[config.mk]
export PLATFORM = sky130hd
export DESIGN_NAME = norm_lshift
export DESIGN_NICKNAME = d
export VERILOG_FILES = /design/src/rtl/norm_lshift.sv
export SDC_FILE = /design/constraint.sdc
export NUM_CORES = 1
export LEC_CHECK = 0
export BUFFER_PORTS_ARGS = -buffer_cell sky130_fd_sc_hd__buf_2
export CELL_PAD_IN_SITES_DETAIL_PLACEMENT = 1
export CELL_PAD_IN_SITES_GLOBAL_PLACEMENT = 1
export CORE_UTILIZATION = 30
export CTS_BUF_LIST = sky130_fd_sc_hd__clkbuf_8
export DETAILED_ROUTE_END_ITERATION = 10
export GPL_TIMING_DRIVEN = 1
export PLACE_DENSITY_LB_ADDON = 0.1
export SYNTH_ARGS = -nofsm -noshare
export SYNTH_HDL_FRONTEND = slang
export SYNTH_SLANG_ARGS = --single-unit
[constraint.sdc]
create_clock -name clk -period 2.2 [get_ports clk]
set_input_delay 0.11 -clock clk [delete_from_list [all_inputs] [get_ports clk]]
set_output_delay 0.11 -clock clk [all_outputs]
set_load 0.01 [all_outputs]
[src/rtl/norm_lshift.sv]
// norm_lshift: sequential left-normalizer for the approximate divider datapath.
// A captured 2n-bit operand is shifted left one bit per clock until its MSB
// is set. The shift count is reported so the downstream denormalizer can
// restore the original scale with a matching right shift.
//
// Ports:
//   clk       - rising-edge clock
//   rst_n     - asynchronous active-low reset
//   start     - request, sampled only while busy is low
//   in_norm   - 2n-bit operand, captured on the accepting edge
//   norm_out  - normalized operand (registered, held until next completion)
//   shift_amt - number of positions shifted, 0..2n-1 (registered)
//   zero      - operand was all-zero (registered)
//   busy      - high while the shifter is working
//   done      - one-cycle completion pulse
module norm_lshift #(
  parameter int n = 8
) (
  input  logic           clk,
  input  logic           rst_n,
  input  logic           start,
  input  logic [2*n-1:0] in_norm,
  output logic [2*n-1:0] norm_out,
  output logic [n-1:0]   shift_amt,
  output logic           zero,
  output logic           busy,
  output logic           done
);

  typedef enum logic {
    IDLE  = 1'b0,
    SHIFT = 1'b1
  } state_t;

  state_t           state_q, state_d;
  logic [2*n-1:0]   work_q, work_d;
  logic [n-1:0]     cnt_q, cnt_d;
  logic [2*n-1:0]   norm_d;
  logic [n-1:0]     amt_d;
  logic             zero_d;
  logic             done_d;

  // Next-state and next-datapath evaluation
  always_comb begin
    state_d = state_q;
    work_d  = work_q;
    cnt_d   = cnt_q;
    norm_d  = norm_out;
    amt_d   = shift_amt;
    zero_d  = zero;
    done_d  = 1'b0;

    case (state_q)
      IDLE: begin
        if (start) begin
          work_d  = in_norm;
          cnt_d   = '0;
          state_d = SHIFT;
        end
      end
      SHIFT: begin
        if (work_q == '0) begin
          // An all-zero operand never normalizes; report it instead of
          // shifting forever.
          norm_d  = '0;
          amt_d   = '0;
          zero_d  = 1'b1;
          done_d  = 1'b1;
          state_d = IDLE;
        end else if (work_q[2*n-1]) begin
          norm_d  = work_q;
          amt_d   = cnt_q;
          zero_d  = 1'b0;
          done_d  = 1'b1;
          state_d = IDLE;
        end else begin
          // A nonzero operand reaches the MSB within 2n-1 shifts, so cnt
          // cannot wrap.
          work_d = {work_q[2*n-2:0], 1'b0};
          cnt_d  = cnt_q + n'(1);
        end
      end
      default: state_d = IDLE;
    endcase
  end

  // Register stage
  always_ff @(posedge clk or negedge rst_n) begin
    if (!rst_n) begin
      state_q   <= IDLE;
      work_q    <= '0;
      cnt_q     <= '0;
      norm_out  <= '0;
      shift_amt <= '0;
      zero      <= 1'b0;
      done      <= 1'b0;
    end else begin
      state_q   <= state_d;
      work_q    <= work_d;
      cnt_q     <= cnt_d;
      norm_out  <= norm_d;
      shift_amt <= amt_d;
      zero      <= zero_d;
      done      <= done_d;
    end
  end

  assign busy = (state_q == SHIFT);

endmodule

Word level (Yosys, flattened, before mapping)

Cells that the tools add are included.

Bits of input ports: 19
Word-level logic and storage cells: 39
Memories kept: 0
Output and inout port bits: 27
Memory bits (writable): 0
Bits in latches: 0
Flip-flop bits (word level): 51
Bits in read-only memories: 0

Equality and inequality tests: 3
Shifts and indexed selects: 0
$mul: 0
Div/mod/pow operators: 0
Bitwise logic cells: 1
Magnitude comparators: 0
Mux-type cells: 21
Reductions and logical operators: 5
Add/subtract/negate cells: 1

Operators by type and width:

| cell                | count |
|---|---|
| $mux 16             | 5 |
| $mux 8              | 5 |
| $pmux 16 s2         | 1 |
| $logic_not 16->1    | 1 |
| $pmux 8 s2          | 1 |
| $add 8x1->8 const B | 1 |
| $mux 1              | 8 |
| $ne 2x2->1 const B  | 3 |
| $reduce_and 2->1    | 2 |
| $reduce_and 3->1    | 1 |
| $pmux 1 s2          | 1 |
| $reduce_bool 2->1   | 1 |
| $not 1->1           | 1 |

Depth between registers and ports, before layout

Gate-level depths: netlist of the first run.

Depth in word-level cells: 4
Depth in mapped cells: 5
Mapped depth without buffers: 5

Worst setup path after synthesis of the first run

No wires, ideal clock.

Path kind: register to register
From: register work_q[11]
To: register work_q[10]
Library setup time: 0.119 ns
Clock period less this slack: 2.046 ns
Stages on the path, launching flop included: 6
Arrival: 1.927 ns
Required time: 2.081 ns
Slack: 0.154 ns
Buffers on the path: 1
Path through: dfrtp_1 -> or4_4 -> o41ai_4 -> nand2_4 -> buf_6 -> o21a_1

Cells in the longest elaborated chain, start to end: 3

Ends and longest elaborated chain:

| element                           | line | RTL |
|---|---|---|
| from (decl)                       | 36   | `logic [2*n-1:0] work_q, work_d;` |
| from (signal assigned)            | 99   | `work_q <= work_d;` |
| $logic_not 16->1                  | 62   | `if (work_q == '0) begin` |
| $ne 2x2->1 (no source line)       | --   |  |
| $reduce_and 3->1 (no source line) | --   |  |

No other way between the ends.
A chain may end at the register's enable or synchronous reset.

Worst setup path in the final report of the first run

From: register work_q[0]
To: register work_q[7]

Same word-level chain as after synthesis.

==> results of run 1 <==
## through the flow
stage	setup TNS, ps	cell area, sq um	utilization (%)	hold WS [ps]
floorplan	0	2186	-	-185.6
global placement	0	2555	36.99	121.7
detailed placement	0	2555	36.99	128.0
CTS	0	2649	38.35	136.5
global route	-125.7	2660	38.51	143.5
finish	0	2660	38.51	137.0
## cell type report
type | count | area [sq um] | share of cell area [%]
inverter | 4 | 15.01 | 0.5644
multi-input combinational | 97 | 813.3 | 30.57
timing repair buffer | 61 | 351.6 | 13.22
clock inverter | 3 | 15.01 | 0.5644
clock buffer | 5 | 68.82 | 2.587
tap | 96 | 120.1 | 4.516
sequential | 51 | 1276 | 47.98
## worst paths after layout
kind	slack (ps)	cells after the start	endpoint	startpoint
setup / recovery	70	5	work_q[7]	work_q[0]
hold / removal	140	3	work_q[15]	in_norm[15]
setup reg to reg	70	5	work_q[7]	work_q[0]
hold reg to reg	500	1	cnt_q[7]	cnt_q[7]
max in group asynchronous	1570	3	norm_out[1]	rst_n
min in group asynchronous	330	3	done	rst_n
## cell usage in the layout (no fill, tap or decap), types with 3 or more instances in the layout
master | netlist | final
o21a_1 | 15 | 15
a22o_1 | 23 | 23
nand3_1 | 6 | 6
clkbuf_8 | 0 | 5
dfrtp_1 | 51 | 51
buf_2 | 2 | 45
o211ai_1 | 3 | 3
inv_1 | 4 | 4
o22a_2 | 13 | 13
clkinv_2 | 0 | 3
buf_4 | 0 | 14
o21ai_0 | 5 | 5
o31ai_1 | 3 | 3
nand2_1 | 4 | 4
## worst max-delay path, delay by kind of cell (launching register included)
kind	cells	cell delay, ps
buf+inv	1	240
simple gates	1	620
compound gates	3	800
flops	1	420
## sequential cells by signal (all words and copies together) (netlist names)
register and count:
zero 1, shift_amt 8, work_q 16, done 1, norm_out 16, busy 1, cnt_q 8
## timing repair
item                                    CTS  global route
hold buffers                              1             0
hold endpoints to repair                 51             0
buffers inserted                          0             1
gates resized for setup                   0             1
endpoints found under the setup margin    0            17
## per-layer routing
metal	routed length (um)	up-vias
li1	-	742
met1	2535	806
met5	0	-
met3	125	4
met2	2779	25
met4	44	0
## cell families (layout without fill, tap and decap cells)
| family | Yosys count | in the layout | share of synthesized area, % |
|---|---|---|---|
| and+or+nand+nor | 25 | 25 | 8.186 |
| adders and majority gates | 1 | 1 | 0.5723 |
| AOI/OAI and AO/OA | 68 | 68 | 27.02 |
| muxes | 3 | 3 | 1.431 |
| buffers and inverters | 15 | 73 | 4.407 |
| DFF | 51 | 51 | 58.39 |
## power groups by stage
| stage | sequential [mW] | clock (mW) | combinational (mW) |
|---|---|---|---|
| 5_1_grt | 1.64 | 0.592 | 1.61 |
| 3_3_place_gp | 1.59 | 0 | 1.41 |
| 4_1_cts | 1.58 | 0.553 | 1.47 |
| 2_1_floorplan | 1.61 | 0 | 0.917 |
| 3_5_place_dp | 1.60 | 0 | 1.45 |
| 6_report | 1.58 | 0.535 | 1.45 |
==> implementation parameters, run 1 <==
Parameter                              Value

CTS
  Clock tree from TritonCTS    yes
  Number of buffers added by the clock tree synthesis step    5
  Root Buffer    clkbuf_8
  Source-to-sink clock delay at the later pin of the worst-skew pair    310 ps
  Clock sinks    51
  Number of buffers on the longest clock path    2
  H-tree Lvls    2
  Clock-pin transition on the worst setup and hold timing paths    100 ps

Pwr
  Clock network power share    15.0%
  Logic gate share of total power    40.7%
  Fraction of power spent switching nets    37.63%
  Internal power component    2.223 mW
  Switching component of the power    1.341 mW
  Part of the power in registers    44.3%
  Power after layout    3.564 mW
  Power density normalized to cell area    1340 mW/mm^2
  Leakage Power    1.204 nW
  Peak ir drop on the vdd network    0.0004647 V

Critical path
  Classification of the worst setup path    register to register
  Endpoint arrival time on the critical path    2370 ps
  Critical path's largest stage delay    620 ps
  Highest fanout seen on the critical path    8
  Startpoint kind of the worst setup timing path    register
  Cell at the slowest stage of the critical path    or4_1
  Crit-path cells    or4_1 -> o41ai_4 -> buf_4 -> o22a_2 -> o21a_1
  Required @ worst endpoint    2450 ps
  Element type at the critical path end    register

Routing
  Detail Route Antenna Nets    0
  Via density per instance    4.975
  Initial detailed-routing violation count    29
  Detailed-route DRC error count    0
  Number of vias after detailed routing    1577
  Total iterations of the first detailed-routing run    4
  Post-Route WL    5485 um
  Average detailed-routed wire length per instance    17.30 um

Yosys
  Library cells used by synthesis    35
  Post-synthesis cell count    163
  Sequential area share after synthesis    58.39%
  Avg Cell Area, Syn    13.41 sq um
  Most used DFF post-synth    dfrtp_1
  Leading cell type by number of instances after synthesis    dfrtp_1
  Netlist Area Pre-Place    0.002186 sq mm
  Synth Net Count    183
  Proportion of netlist area held by the largest area contributor    58.39%
  Async set-reset flop share out of synthesis    100.0%
  Cell taking the most area after synthesis    dfrtp_1
  Largest cells by area after synthesis    dfrtp_1 58%, a22o_1 9.2%, o22a_2 6.0%
  Count of synthesis-stage warnings from yosys    0
  Post-synth EDFFs    0
  Number of flip-flops and latches in the synthesized netlist    51
  Most frequent cells after synthesis    51 x dfrtp_1, 23 x a22o_1, 15 x o21a_1, 13 x o22a_2, 6 x nand3_1

Worst hold path
  Hold WC Path Type    input port to register

Timing
  Final worst-path setup slack    72.10 ps
  Slew at the pin closest to its max-slew limit    753.1 ps
  Clk_skew    11.78 ps
  Number of setup violations in the final report    0
  Highest attainable clock frequency    0.4699 GHz
  Part of the cycle the worst path needs    96.72%
  Final hold vios    0
  Final critical-path required period    2128 ps
  Count of pins over their slew limit    0
  Setup repair after global routing missed its margin    yes
  Remaining max-slew budget at the tightest pin    49.60%

Floorplanning
  Standard-cell rows    30
  Chip Height    87.36 um
  Die extent in x    87.36 um
  Total I/O pin count    46
  Area of the core region    0.006907 sq mm
  Starting density of the core    31.65%
  Die area    0.007632 sq mm

Global routing
  GRT Util Overall    16.11%
  Met2 Use GR    25.43%
  Met3 Use GR    2.844%
  Total gr overflow    0
  Pin count of the biggest net entering global routing    29
  Global-route wire length before repair    9370 um
  Met1 demand-to-capacity share in global routing    22.87%
  Busiest layer in global routing    met2
  Via count of the first global-routing pass    1730
  Antenna violations before repair    0

Place
  Cell total after placement    307
  Worst-case setup slack after placement    24.80 ps
  Dpl hpwl    3965 um
  Buffers added on ports    45
  RD Place Congestion    0.7406

Finish
  Antenna fix cells    0
  Non-filler instance count after layout    317
  Layout overhead on the synthesized area    21.69%
  Total of fill cells in the finished design    789
  Number of nets at the end of the flow    240
  Ratio of cells with drive above 1 in the final layout    40.27%

Flow run
  Max-cap violations    0

Outcome
  Outcome    finished, final reports clean
No activity file was read; power rests on OpenSTA's default activity.
==> run 2: changes to the inputs <==
--- a/config.mk
+++ b/config.mk
@@ -5,6 +5,7 @@
 export SDC_FILE = /design/constraint.sdc
 export NUM_CORES = 1
 export LEC_CHECK = 0
+export ABC_AREA = 1
 export BUFFER_PORTS_ARGS = -buffer_cell sky130_fd_sc_hd__buf_2
 export CELL_PAD_IN_SITES_DETAIL_PLACEMENT = 1
 export CELL_PAD_IN_SITES_GLOBAL_PLACEMENT = 1
==> implementation parameters, run 2 <==
Parameter                              Value

Outcome
  Outcome    finished, final reports clean

Yosys
  Most frequent cells after synthesis    110 x nand2_1, 53 x nand3_1, 51 x dfrtp_1, 14 x a22o_1, 13 x nor2_1
  Post-synth EDFFs    0 (unchanged)
  Synth Net Count    302 (+65%)
  Netlist Area Pre-Place    0.002375 sq mm (+8.6%)
  Proportion of netlist area held by the largest area contributor    53.74% (-4.6 points)
  Avg Cell Area, Syn    8.421 sq um (-37%)
  Async set-reset flop share out of synthesis    100.0% (unchanged)
  Cell taking the most area after synthesis    dfrtp_1
  Leading cell type by number of instances after synthesis    nand2_1
  Post-synthesis cell count    282 (+73%)
  Largest cells by area after synthesis    dfrtp_1 54%, nand2_1 17%, nand3_1 11%
  Number of flip-flops and latches in the synthesized netlist    51 (unchanged)
  Sequential area share after synthesis    53.74% (-4.6 points)
  Library cells used by synthesis    24 (-31%)
  Most used DFF post-synth    dfrtp_1
  Count of synthesis-stage warnings from yosys    0 (unchanged)

CTS
  PostCTS Resize Cnt    0 (unchanged)
  Number of hold-repair buffers added at the cts stage    1 (unchanged)
  Number of setup buffers added after CTS    0 (unchanged)
  Clock-pin transition on the worst setup and hold timing paths    100 ps (about the same)
  Number of buffers on the longest clock path    2 (unchanged)
  Source-to-sink clock delay at the later pin of the worst-skew pair    300 ps (about the same)
  Root Buffer    clkbuf_8
  Clock tree from TritonCTS    yes
  Clock sinks    51 (unchanged)
  H-tree Lvls    2 (unchanged)
  Number of buffers added by the clock tree synthesis step    5 (unchanged)

Timing
  Hold Slack    35.10 ps (-101.9 ps)
  Final-layout setup total negative slack    0 ps (unchanged)
  Highest attainable clock frequency    0.5997 GHz (+28%)
  Setup repair after global routing missed its margin    no
  Part of the cycle the worst path needs    75.80% (-21 points)
  Slew at the pin closest to its max-slew limit    743.9 ps (-9.228 ps)
  Remaining max-slew budget at the tightest pin    50.35% (+0.75 points)
  Clk_skew    8.441 ps (-3.339 ps)
  Final worst-path setup slack    532.4 ps (+460.3 ps)
  Final hold vios    0 (unchanged)
  Count of pins over their slew limit    0 (unchanged)
  Final critical-path required period    1668 ps (-460.3 ps)
  Number of setup violations in the final report    0 (unchanged)

Critical path
  Required @ worst endpoint    2390 ps (-60 ps)
  Classification of the worst setup path    register to register
  Highest fanout seen on the critical path    28 (+20)
  Endpoint arrival time on the critical path    1860 ps (-510 ps)
  Element type at the critical path end    register
  Startpoint kind of the worst setup timing path    register

Routing
  Average detailed-routed wire length per instance    14.96 um (-14%)
  Met1 Wirelength    3465 um (+37%)
  Detailed-route DRC error count    0 (unchanged)
  Number of vias after detailed routing    2052 (+30%)
  Post-Route WL    6416 um (+17%)
  Uppermost routed layer    met4
  Met3 wire length    217 um (+74%)
  Detail Route Antenna Nets    0 (unchanged)
  Total iterations of the first detailed-routing run    4 (unchanged)
  Initial detailed-routing violation count    78 (+170%)
  Routed length on met2    2684 um (-3.4%)
  Via density per instance    4.783 (-3.9%)

Global routing
  Via count of the first global-routing pass    2036 (+18%)
  Total gr overflow    0 (unchanged)
  Global-route wire length before repair    11050 um (+18%)
  GRT Util Overall    16.89% (+0.78 points)
  Pin count of the biggest net entering global routing    29 (unchanged)
  Antenna violations before repair    0 (unchanged)

Pwr
  Power density normalized to cell area    1268 mW/mm^2 (-5.3%)
  Peak ir drop on the vdd network    0.0005514 V (+19%)
  Leakage Power    1.565 nW (+30%)

Finish
  Most frequent cells in the layout    110 x nand2_1, 53 x nand3_1, 51 x dfrtp_1
  Total of fill cells in the finished design    947 (+20%)
  Non-filler instance count after layout    429 (+35%)
  Antenna fix cells    0 (unchanged)
  Ratio of cells with drive above 1 in the final layout    20.80% (-19 points)
  Layout overhead on the synthesized area    17.86%
  Top Registers    norm_out x16, work_q x16
  Commonest non-fill, non-tap cell in the layout    nand2_1
  Final standard cell area without fillers    0.002799 sq mm (+5.2%)
  Number of nets at the end of the flow    346 (+44%)

Floorplanning
  Standard-cell rows    32 (+6.7%)
  Total I/O pin count    46 (unchanged)
  Area of the core region    0.007687 sq mm (+11%)
  Die extent in x    90.97 um (+4.1%)
  Chip Height    90.97 um (+4.1%)
  Die area    0.008276 sq mm (+8.4%)
  Starting density of the core    30.89% (-0.76 points)

Place
  Standard cell area after detailed placement    0.002704 sq mm (+5.8%)
  Dpl hpwl    4497 um (+13%)
  Worst-case setup slack after placement    510.9 ps (+486.1 ps)
  RD Place Congestion    0.7128 (-3.8%)
  Buffers added on ports    45 (unchanged)
  Cell total after placement    420 (+37%)

Worst hold path
  Hold WC Path Type    input port to register

Flow run
  Max-cap violations    0 (unchanged)
-- run 2: cell count changes in the layout (fill, tap and decap cells not counted), moves of 4 or more --
cell     previous run  this run
inv_1               4         9
buf_4              14         5
nand2_1             4       110
o22a_2             13         0
o21a_1             15         0
nor2_1              0        13
o21ai_0             5         1
a22o_1             23        14
nand3_1             6        53
-- run 2: per-stage QoR --
step	util, %	power, mW
2_1_floorplan	-	2.541
3_3_place_gp	35.17	3.033
3_5_place_dp	35.17	3.060
4_1_cts	36.41	3.614
5_1_grt	36.41	3.880
6_report	36.41	3.550
-- run 2: path summary, 6_finish.rpt --
kind | slack [ps] | depth (start not counted) | from | endpoint
hold reg to reg | 490 | 2 | zero | zero
max in group asynchronous | 1310 | 3 | rst_n | busy
setup / recovery | 530 | 6 | work_q[1] | shift_amt[2]
min in group asynchronous | 330 | 2 | rst_n | shift_amt[5]
setup reg to reg | 530 | 6 | work_q[1] | shift_amt[2]
hold / removal | 40 | 3 | in_norm[0] | work_q[0]
-- run 2: where the power goes --
group / switching [mW] / internal (mW) / total [mW]
sequential: 0.295 / 1.24 / 1.54
clock: 0.315 / 0.219 / 0.534
combinational: 0.937 / 0.540 / 1.48
total: 1.55 / 2.00 / 3.55
-- run 2: worst max-delay path, cell delays in order (launching register included) --
cell and delay [ps]:
dfrtp_1 450, nor2_1 140, nand2_1 70, nor2_2 130, nand3_2 460, nand3_1 230
nand2_1 70
-- run 2: routing by layer --
metal	GRT usage [%]	vias to the layer above
li1	-	1009
met5	0	-
met3	2.764	5
met1	26.88	995
met2	23.55	43
met4	3.968	0
-- run 2: cell families (layout without fill, tap and decap cells) --
logic type	count (synthesis)	after routing	share of synthesized area [%]
and+or+nand+nor	189	189	34.93
DFF	51	51	53.74
buffers and inverters	24	69	4.847
AOI/OAI and AO/OA	16	16	5.585
adders and majority gates	1	1	0.5268
xor gates and xnor gates	1	1	0.3689
-- run 2: area by class of cell --
cell class                 instances  area [sq um]  share of cell area [%]
sequential                        51          1276                   45.60
multi-input combinational        207         983.4                   35.14
timing repair buffer              52         292.8                   10.46
tap                              102         127.6                   4.560
clock buffer                       5         68.82                   2.459
inverter                           9         33.78                   1.207
clock inverter                     3         16.27                  0.5811
